<file path="config.mk">
export PLATFORM = sky130hd
export DESIGN_NAME = spi_master_param_flat
export DESIGN_NICKNAME = d
export VERILOG_FILES = /design/src/rtl/spi_master_param_if.sv /design/src/rtl/spi_master_param.sv /design/src/flat_wrapper.sv
export SDC_FILE = /design/constraint.sdc
export NUM_CORES = 1
export LEC_CHECK = 0
export ABC_AREA = 1
export CORE_MARGIN = 2
export CORE_UTILIZATION = 45
export CTS_BUF_LIST = sky130_fd_sc_hd__clkbuf_2 sky130_fd_sc_hd__clkbuf_4 sky130_fd_sc_hd__clkbuf_8
export CTS_CLUSTER_DIAMETER = 50
export DETAILED_ROUTE_END_ITERATION = 8
export GPL_TIMING_DRIVEN = 0
export PLACE_DENSITY = 0.75
export SETUP_SLACK_MARGIN = 0.05
export SYNTH_ARGS = -nofsm -noshare
export SYNTH_HDL_FRONTEND = slang
export SYNTH_SLANG_ARGS = --single-unit
</file>
<file path="constraint.sdc">
create_clock -name clk -period 1.5 [get_ports clk]
set_input_delay 0.3 -clock clk [delete_from_list [all_inputs] [get_ports clk]]
set_output_delay 0.3 -clock clk [all_outputs]
set_load 0.005 [all_outputs]
</file>
<file path="src/rtl/spi_master_param_if.sv">
// rtl/spi_master_param_if.sv - command-side and SPI pin bundle for spi_master_param
// master modport is the SPI master's view; slave modport is the command logic / pin model view.
interface spi_master_param_if #(
  parameter int DATA_W = 16
);
  logic              wrt;
  logic [DATA_W-1:0] cmd;
  logic [1:0]        mode;
  logic              MISO;
  logic              SCLK;
  logic              SS_n;
  logic              MOSI;
  logic              busy;
  logic              done;
  logic [DATA_W-1:0] rd_data;

  modport master (
    input  wrt, cmd, mode, MISO,
    output SCLK, SS_n, MOSI, busy, done, rd_data
  );

  modport slave (
    output wrt, cmd, mode, MISO,
    input  SCLK, SS_n, MOSI, busy, done, rd_data
  );
endinterface

</file>
<file path="src/rtl/spi_master_param.sv">
// rtl/spi_master_param.sv - parametrised SPI master, per-frame CPOL/CPHA, configurable porches
// One frame per accepted wrt: IDLE -> FRONT -> XFER -> BACK -> IDLE, done pulses on return to IDLE.
module spi_master_param #(
  parameter int DATA_W        = 16,
  parameter int SCLK_DIV_LOG2 = 5,
  parameter int FRONT_PORCH   = 2,
  parameter int BACK_PORCH    = 8
) (
  input logic              clk,
  input logic              rst_n,
  spi_master_param_if.master bus
);

  localparam int H         = 1 << (SCLK_DIV_LOG2 - 1);
  localparam int PORCH_MAX = (FRONT_PORCH > BACK_PORCH) ? FRONT_PORCH : BACK_PORCH;
  localparam int PCNT_W    = $clog2(PORCH_MAX + 1);
  localparam int HCNT_W    = (SCLK_DIV_LOG2 > 1) ? SCLK_DIV_LOG2 - 1 : 1;
  localparam int ECNT_W    = $clog2(2 * DATA_W + 1);

  localparam logic [PCNT_W-1:0] FP_LAST = PCNT_W'(FRONT_PORCH - 1);
  localparam logic [PCNT_W-1:0] BP_LAST = PCNT_W'(BACK_PORCH - 1);
  localparam logic [HCNT_W-1:0] H_LAST  = HCNT_W'(H - 1);
  localparam logic [ECNT_W-1:0] E_LAST  = ECNT_W'(2 * DATA_W - 1);
  localparam logic [ECNT_W-1:0] E_TWO   = ECNT_W'(2);

  generate
    if (DATA_W < 2)        begin : g_bad_data_w  $error("DATA_W must be >= 2");        end
    if (SCLK_DIV_LOG2 < 1) begin : g_bad_div     $error("SCLK_DIV_LOG2 must be >= 1"); end
    if (FRONT_PORCH < 1)   begin : g_bad_front   $error("FRONT_PORCH must be >= 1");   end
    if (BACK_PORCH < 1)    begin : g_bad_back    $error("BACK_PORCH must be >= 1");    end
  endgenerate

  typedef enum logic [1:0] {
    S_IDLE,
    S_FRONT,
    S_XFER,
    S_BACK
  } state_t;

  state_t              state_q, state_d;
  logic [PCNT_W-1:0]   pcnt_q, pcnt_d;
  logic [HCNT_W-1:0]   hcnt_q, hcnt_d;
  logic [ECNT_W-1:0]   ecnt_q, ecnt_d;
  logic [1:0]          mode_q, mode_d;
  logic [DATA_W-1:0]   tx_q, tx_d;
  logic [DATA_W-1:0]   rx_q, rx_d;
  logic [DATA_W-1:0]   rd_q, rd_d;
  logic                sclk_q, sclk_d;
  logic                ss_n_q, ss_n_d;
  logic                busy_q, busy_d;
  logic                done_q, done_d;

  // ecnt_q counts edges already made, so the pending edge is odd (leading) when ecnt_q is even
  logic leading;
  logic do_sample;
  logic do_shift;

  always_comb begin
    leading   = ~ecnt_q[0];
    do_sample = 1'b0;
    do_shift  = 1'b0;
    if (mode_q[0]) begin
      do_sample = ~leading;
      do_shift  = leading && (ecnt_q >= E_TWO);
    end else begin
      do_sample = leading;
      do_shift  = ~leading && (ecnt_q != E_LAST);
    end
  end

  always_comb begin
    state_d = state_q;
    pcnt_d  = pcnt_q;
    hcnt_d  = hcnt_q;
    ecnt_d  = ecnt_q;
    mode_d  = mode_q;
    tx_d    = tx_q;
    rx_d    = rx_q;
    rd_d    = rd_q;
    sclk_d  = sclk_q;
    ss_n_d  = ss_n_q;
    busy_d  = busy_q;
    done_d  = 1'b0;

    case (state_q)
      S_IDLE: begin
        ss_n_d = 1'b1;
        busy_d = 1'b0;
        sclk_d = mode_q[1];
        if (bus.wrt) begin
          tx_d    = bus.cmd;
          mode_d  = bus.mode;
          // new CPOL appears together with SS_n low, ahead of any edge
          sclk_d  = bus.mode[1];
          ss_n_d  = 1'b0;
          busy_d  = 1'b1;
          pcnt_d  = '0;
          state_d = S_FRONT;
        end
      end

      S_FRONT: begin
        if (pcnt_q == FP_LAST) begin
          pcnt_d  = '0;
          hcnt_d  = '0;
          ecnt_d  = '0;
          state_d = S_XFER;
        end else begin
          pcnt_d = pcnt_q + 1'b1;
        end
      end

      S_XFER: begin
        if (hcnt_q == H_LAST) begin
          hcnt_d = '0;
          sclk_d = ~sclk_q;
          ecnt_d = ecnt_q + 1'b1;
          if (do_sample) begin
            rx_d = {rx_q[DATA_W-2:0], bus.MISO};
          end
          if (do_shift) begin
            tx_d = {tx_q[DATA_W-2:0], 1'b0};
          end
          if (ecnt_q == E_LAST) begin
            ecnt_d  = '0;
            pcnt_d  = '0;
            state_d = S_BACK;
          end
        end else begin
          hcnt_d = hcnt_q + 1'b1;
        end
      end

      S_BACK: begin
        if (pcnt_q == BP_LAST) begin
          pcnt_d  = '0;
          ss_n_d  = 1'b1;
          busy_d  = 1'b0;
          done_d  = 1'b1;
          rd_d    = rx_q;
          state_d = S_IDLE;
        end else begin
          pcnt_d = pcnt_q + 1'b1;
        end
      end

      default: begin
        state_d = S_IDLE;
      end
    endcase
  end

  always_ff @(posedge clk or negedge rst_n) begin
    if (!rst_n) begin
      state_q <= S_IDLE;
      pcnt_q  <= '0;
      hcnt_q  <= '0;
      ecnt_q  <= '0;
      mode_q  <= 2'b00;
      tx_q    <= '0;
      rx_q    <= '0;
      rd_q    <= '1;
      sclk_q  <= 1'b0;
      ss_n_q  <= 1'b1;
      busy_q  <= 1'b0;
      done_q  <= 1'b0;
    end else begin
      state_q <= state_d;
      pcnt_q  <= pcnt_d;
      hcnt_q  <= hcnt_d;
      ecnt_q  <= ecnt_d;
      mode_q  <= mode_d;
      tx_q    <= tx_d;
      rx_q    <= rx_d;
      rd_q    <= rd_d;
      sclk_q  <= sclk_d;
      ss_n_q  <= ss_n_d;
      busy_q  <= busy_d;
      done_q  <= done_d;
    end
  end

  assign bus.SCLK    = sclk_q;
  assign bus.SS_n    = ss_n_q;
  assign bus.MOSI    = tx_q[DATA_W-1];
  assign bus.busy    = busy_q;
  assign bus.done    = done_q;
  assign bus.rd_data = rd_q;

endmodule

</file>
<file path="src/flat_wrapper.sv">
// flat-port wrapper written by rule: the top's interface ports become plain ports
module spi_master_param_flat 
#(
  parameter int DATA_W        = 16,
  parameter int SCLK_DIV_LOG2 = 5,
  parameter int FRONT_PORCH   = 2,
  parameter int BACK_PORCH    = 8
)
  (clk, rst_n, bus_wrt, bus_cmd, bus_mode, bus_MISO, bus_SCLK, bus_SS_n, bus_MOSI, bus_busy, bus_done, bus_rd_data);
  spi_master_param_if #(.DATA_W(DATA_W)) bus_i ();
  input logic clk;
  input logic rst_n;
  input wire logic [$bits(bus_i.wrt)-1:0] bus_wrt;
  input wire logic [$bits(bus_i.cmd)-1:0] bus_cmd;
  input wire logic [$bits(bus_i.mode)-1:0] bus_mode;
  input wire logic [$bits(bus_i.MISO)-1:0] bus_MISO;
  output wire logic [$bits(bus_i.SCLK)-1:0] bus_SCLK;
  output wire logic [$bits(bus_i.SS_n)-1:0] bus_SS_n;
  output wire logic [$bits(bus_i.MOSI)-1:0] bus_MOSI;
  output wire logic [$bits(bus_i.busy)-1:0] bus_busy;
  output wire logic [$bits(bus_i.done)-1:0] bus_done;
  output wire logic [$bits(bus_i.rd_data)-1:0] bus_rd_data;
  assign bus_i.wrt = bus_wrt;
  assign bus_i.cmd = bus_cmd;
  assign bus_i.mode = bus_mode;
  assign bus_i.MISO = bus_MISO;
  assign bus_SCLK = bus_i.SCLK;
  assign bus_SS_n = bus_i.SS_n;
  assign bus_MOSI = bus_i.MOSI;
  assign bus_busy = bus_i.busy;
  assign bus_done = bus_i.done;
  assign bus_rd_data = bus_i.rd_data;
  spi_master_param #(.DATA_W(DATA_W), .SCLK_DIV_LOG2(SCLK_DIV_LOG2), .FRONT_PORCH(FRONT_PORCH), .BACK_PORCH(BACK_PORCH)) u_core (.clk(clk), .rst_n(rst_n), .bus(bus_i));
endmodule
</file>
==> flow_metrics.tcl <==
set metrics [dict create \
    first_iter_violations 185 \
    drtPass1Iterations 4 \
    synth.area.top_cells "dfrtp_1 40%, nand2_1 17%, dfstp_2 13%" \
    htree_levels 3 \
    p_comb_frac 0.484 \
    critical_path_required_ns 1.76 \
    synth-seq-cells 70 \
    outcome "finished with violations" \
    clkTransAtPathRegs_ns 0.09 \
    gp_congestion 0.817 \
    layout_common_cells "113 x nand2_1, 51 x dfrtp_1, 37 x nand2_2" \
    rsz0062_at_grt "true" \
    grt_pass1_vias 2856 \
    slowest_delay_ns 0.41 \
    nets 523 \
    die_h_um 89.9 \
    power.density_mw_per_mm2 1720 \
    ant_nets 0 \
    syn-mean-instance-area_um2 8.24 \
    syn-cell-area_mm2 0.00332 \
    finalSetupViolCount 37 \
    crit_path_max_fanout 6 \
    final_hold_viol_count 0 \
    grt_max_degree 71 \
    fin_setup_tns_ns -1.46 \
    synth.distinct_cells 29 \
    swShare 0.393 \
    clock-sinks 70 \
    p_leak_nw 2.24 \
    crit_buf_inv 4 \
    netlist_instances 403 \
    antenna_found_initial 0 \
    p_sw_mw 3.30 \
    path_delay_family "buffers and inverters" \
    start_kind "register" \
    start_util 0.460 \
    syn2layout_area_growth_pct 47.1 \
    async_reset_ff_frac 1.00 \
    ys.warnings.count 0 \
    synth-main-ff-cell "dfrtp_1" \
    setup_ws_ns -0.0701 \
    fmax_mhz 637 \
    seq_area_frac_synth 0.534 \
    finalCritPeriodShare 1.05 \
    yosys.area.top_type_share 0.399 \
    die_area_mm2 0.00809 \
    detail_route.wl_per_cell_um 14.1 \
    holdCritPathClass "in -> async" \
    clk_latency_ns 0.36 \
    syn_nets 433 \
    grt_pass1_wl_um 12800 \
    io-pin-count 43 \
    grt_overflow 0 \
    route.detailed.drc 0 \
    maxCapViolCount 0 \
    synth_edf_count 0 \
    port_buffers 42 \
    worstMarginPinSlew_ns 0.866 \
    totalPowerFinal_mw 8.38 \
    worstPathArrival_ns 1.83 \
    antenna_cells 0 \
    root_buffer "clkbuf_8" \
    cts-buffers-inserted 9 \
    path_cells "inv_2 > ha_4 > inv_6 > nor2_4 > nand3b_1 > buf_6 > buf_8 > nand2_2 > o21ai_1" \
    via_count 2959 \
    pwr-share-seq 0.305 \
    routed_wl_um 8430 \
    layout_commonest_cell "nand2_1" \
    drive_gt1_frac 0.357 \
    fin_worst_skew_ns 0.00809 \
    p_int_mw 5.09 \
    worstSetupPathType "reg -> reg" \
    cts.path.max_buffers 2 \
    endpoint_kind "register" \
    fin_crit_ns 1.57 \
    violations "negative setup slack" \
    clock_power_share 0.211 \
    cts_tree "built" \
    synth_top_cell_by_area "dfrtp_1" \
    dieWidth_um 89.9 \
    rows 31 \
    grt_use_total 0.197 \
    slew_violations 0 \
    viasPerCell 4.96 \
    cpMaxStageDelayCell "dfrtp_1" \
    maxSlewHeadroom 0.423 \
    hpwl_um 4630 \
    ir_drop_mv 1.52 \
    coreArea_mm2 0.00721 \
]
==> sequential cells by signal, summed over array words and instances (netlist names) <==
signal / cells
u_core.mode_q: 2
u_core.pcnt_q: 4
u_core.ecnt_q: 6
u_core.hcnt_q: 4
u_core.bus.SCLK: 1
u_core.tx_q: 16
u_core.bus.busy: 1
u_core.rx_q: 16
u_core.bus.SS_n: 1
u_core.state_q: 2
u_core.bus.rd_data: 16
u_core.bus.done: 1
==> final timing paths <==
kind,from,end,slack (ns),cells past startpoint
setup reg to reg,u_core.state_q[0],u_core.rx_q[5],-0.07,9
hold / removal,rst_n,u_core.rx_q[4],0.06,1
min in group clk,u_core.bus.rd_data[13],u_core.bus.rd_data[13],0.47,2
setup / recovery,u_core.state_q[0],u_core.rx_q[5],-0.07,9
hold reg to reg,u_core.bus.rd_data[13],u_core.bus.rd_data[13],0.47,2
max in group asynchronous,rst_n,u_core.state_q[1],0.83,1
==> final cells by class <==
class | count | area [um2]
fill | 534 | 2330
multi-input combinational | 281 | 1680
clock buffer | 9 | 124
buffer | 12 | 153
timing repair buffer | 80 | 767
inverter | 39 | 156
tap | 99 | 124
clock inverter | 7 | 103
sequential | 70 | 1780
==> per-layer routing <==
metal / part of all wire / global-route usage / routed length, um / vias to the layer above
met5: 0 / 0 / 0 / -
met4: 0.018 / 0.0885 / 154 / 0
met3: 0.039 / 0.0444 / 327 / 14
met2: 0.52 / 0.342 / 4380 / 61
met1: 0.42 / 0.233 / 3570 / 1439
li1: - / - / - / 1445
==> what timing repair did <==
item                       in CTS  in global routing
gates cloned                    3                  3
resized for setup             124                 88
setup endpoints to repair      85                 73
setup buffers                  22                 11
hold buffers                    0                  0
pin swaps                       9                 17
==> power groups by stage <==
stage | Clock (mW) | Combinational, mW | Sequential [mW]
after floorplan | 0 | 1.83 | 2.49
after global placement | 0 | 2.39 | 2.52
after detailed placement | 0 | 2.47 | 2.54
after CTS | 1.78 | 3.33 | 2.52
after global routing | 1.85 | 4.41 | 2.59
final | 1.77 | 4.06 | 2.56
==> cell families after synthesis <==
logic type	share of synthesized area
AOI/OAI and AO/OA	0.0889
xor gates and xnor gates	0.0105
adders and majority gates	0.0301
buffers and inverters	0.0648
DFF	0.534
and+or+nand+nor	0.272
==> stage by stage <==
stage	std cells	hold slack, ns	area (um2)	setup WS, ns	utilization
after floorplan	403	0.00441	3360	0.00844	-
after global placement	544	0.455	3900	-2.16	0.541
after detailed placement	544	0.462	3900	-0.330	0.541
after CTS	585	0.0727	4560	-0.0603	0.632
after global routing	597	0.117	4890	-0.133	0.677
final	597	0.0554	4890	-0.0701	0.677
==> Yosys cell counts (2+ instances only) <==
| master | number |
|---|---|
| a21oi_1 | 2 |
| buf_2 | 4 |
| clkbuf_1 | 8 |
| dfrtp_1 | 53 |
| dfstp_2 | 17 |
| ha_1 | 8 |
| inv_1 | 39 |
| nand2_1 | 154 |
| nand2_2 | 3 |
| nand3_1 | 25 |
| nand3b_1 | 3 |
| nor2_1 | 20 |
| nor2_4 | 2 |
| nor3_1 | 2 |
| o21ai_0 | 44 |
| o21ai_1 | 3 |
| xor2_1 | 4 |
No activity file was read; power rests on OpenSTA's default activity.
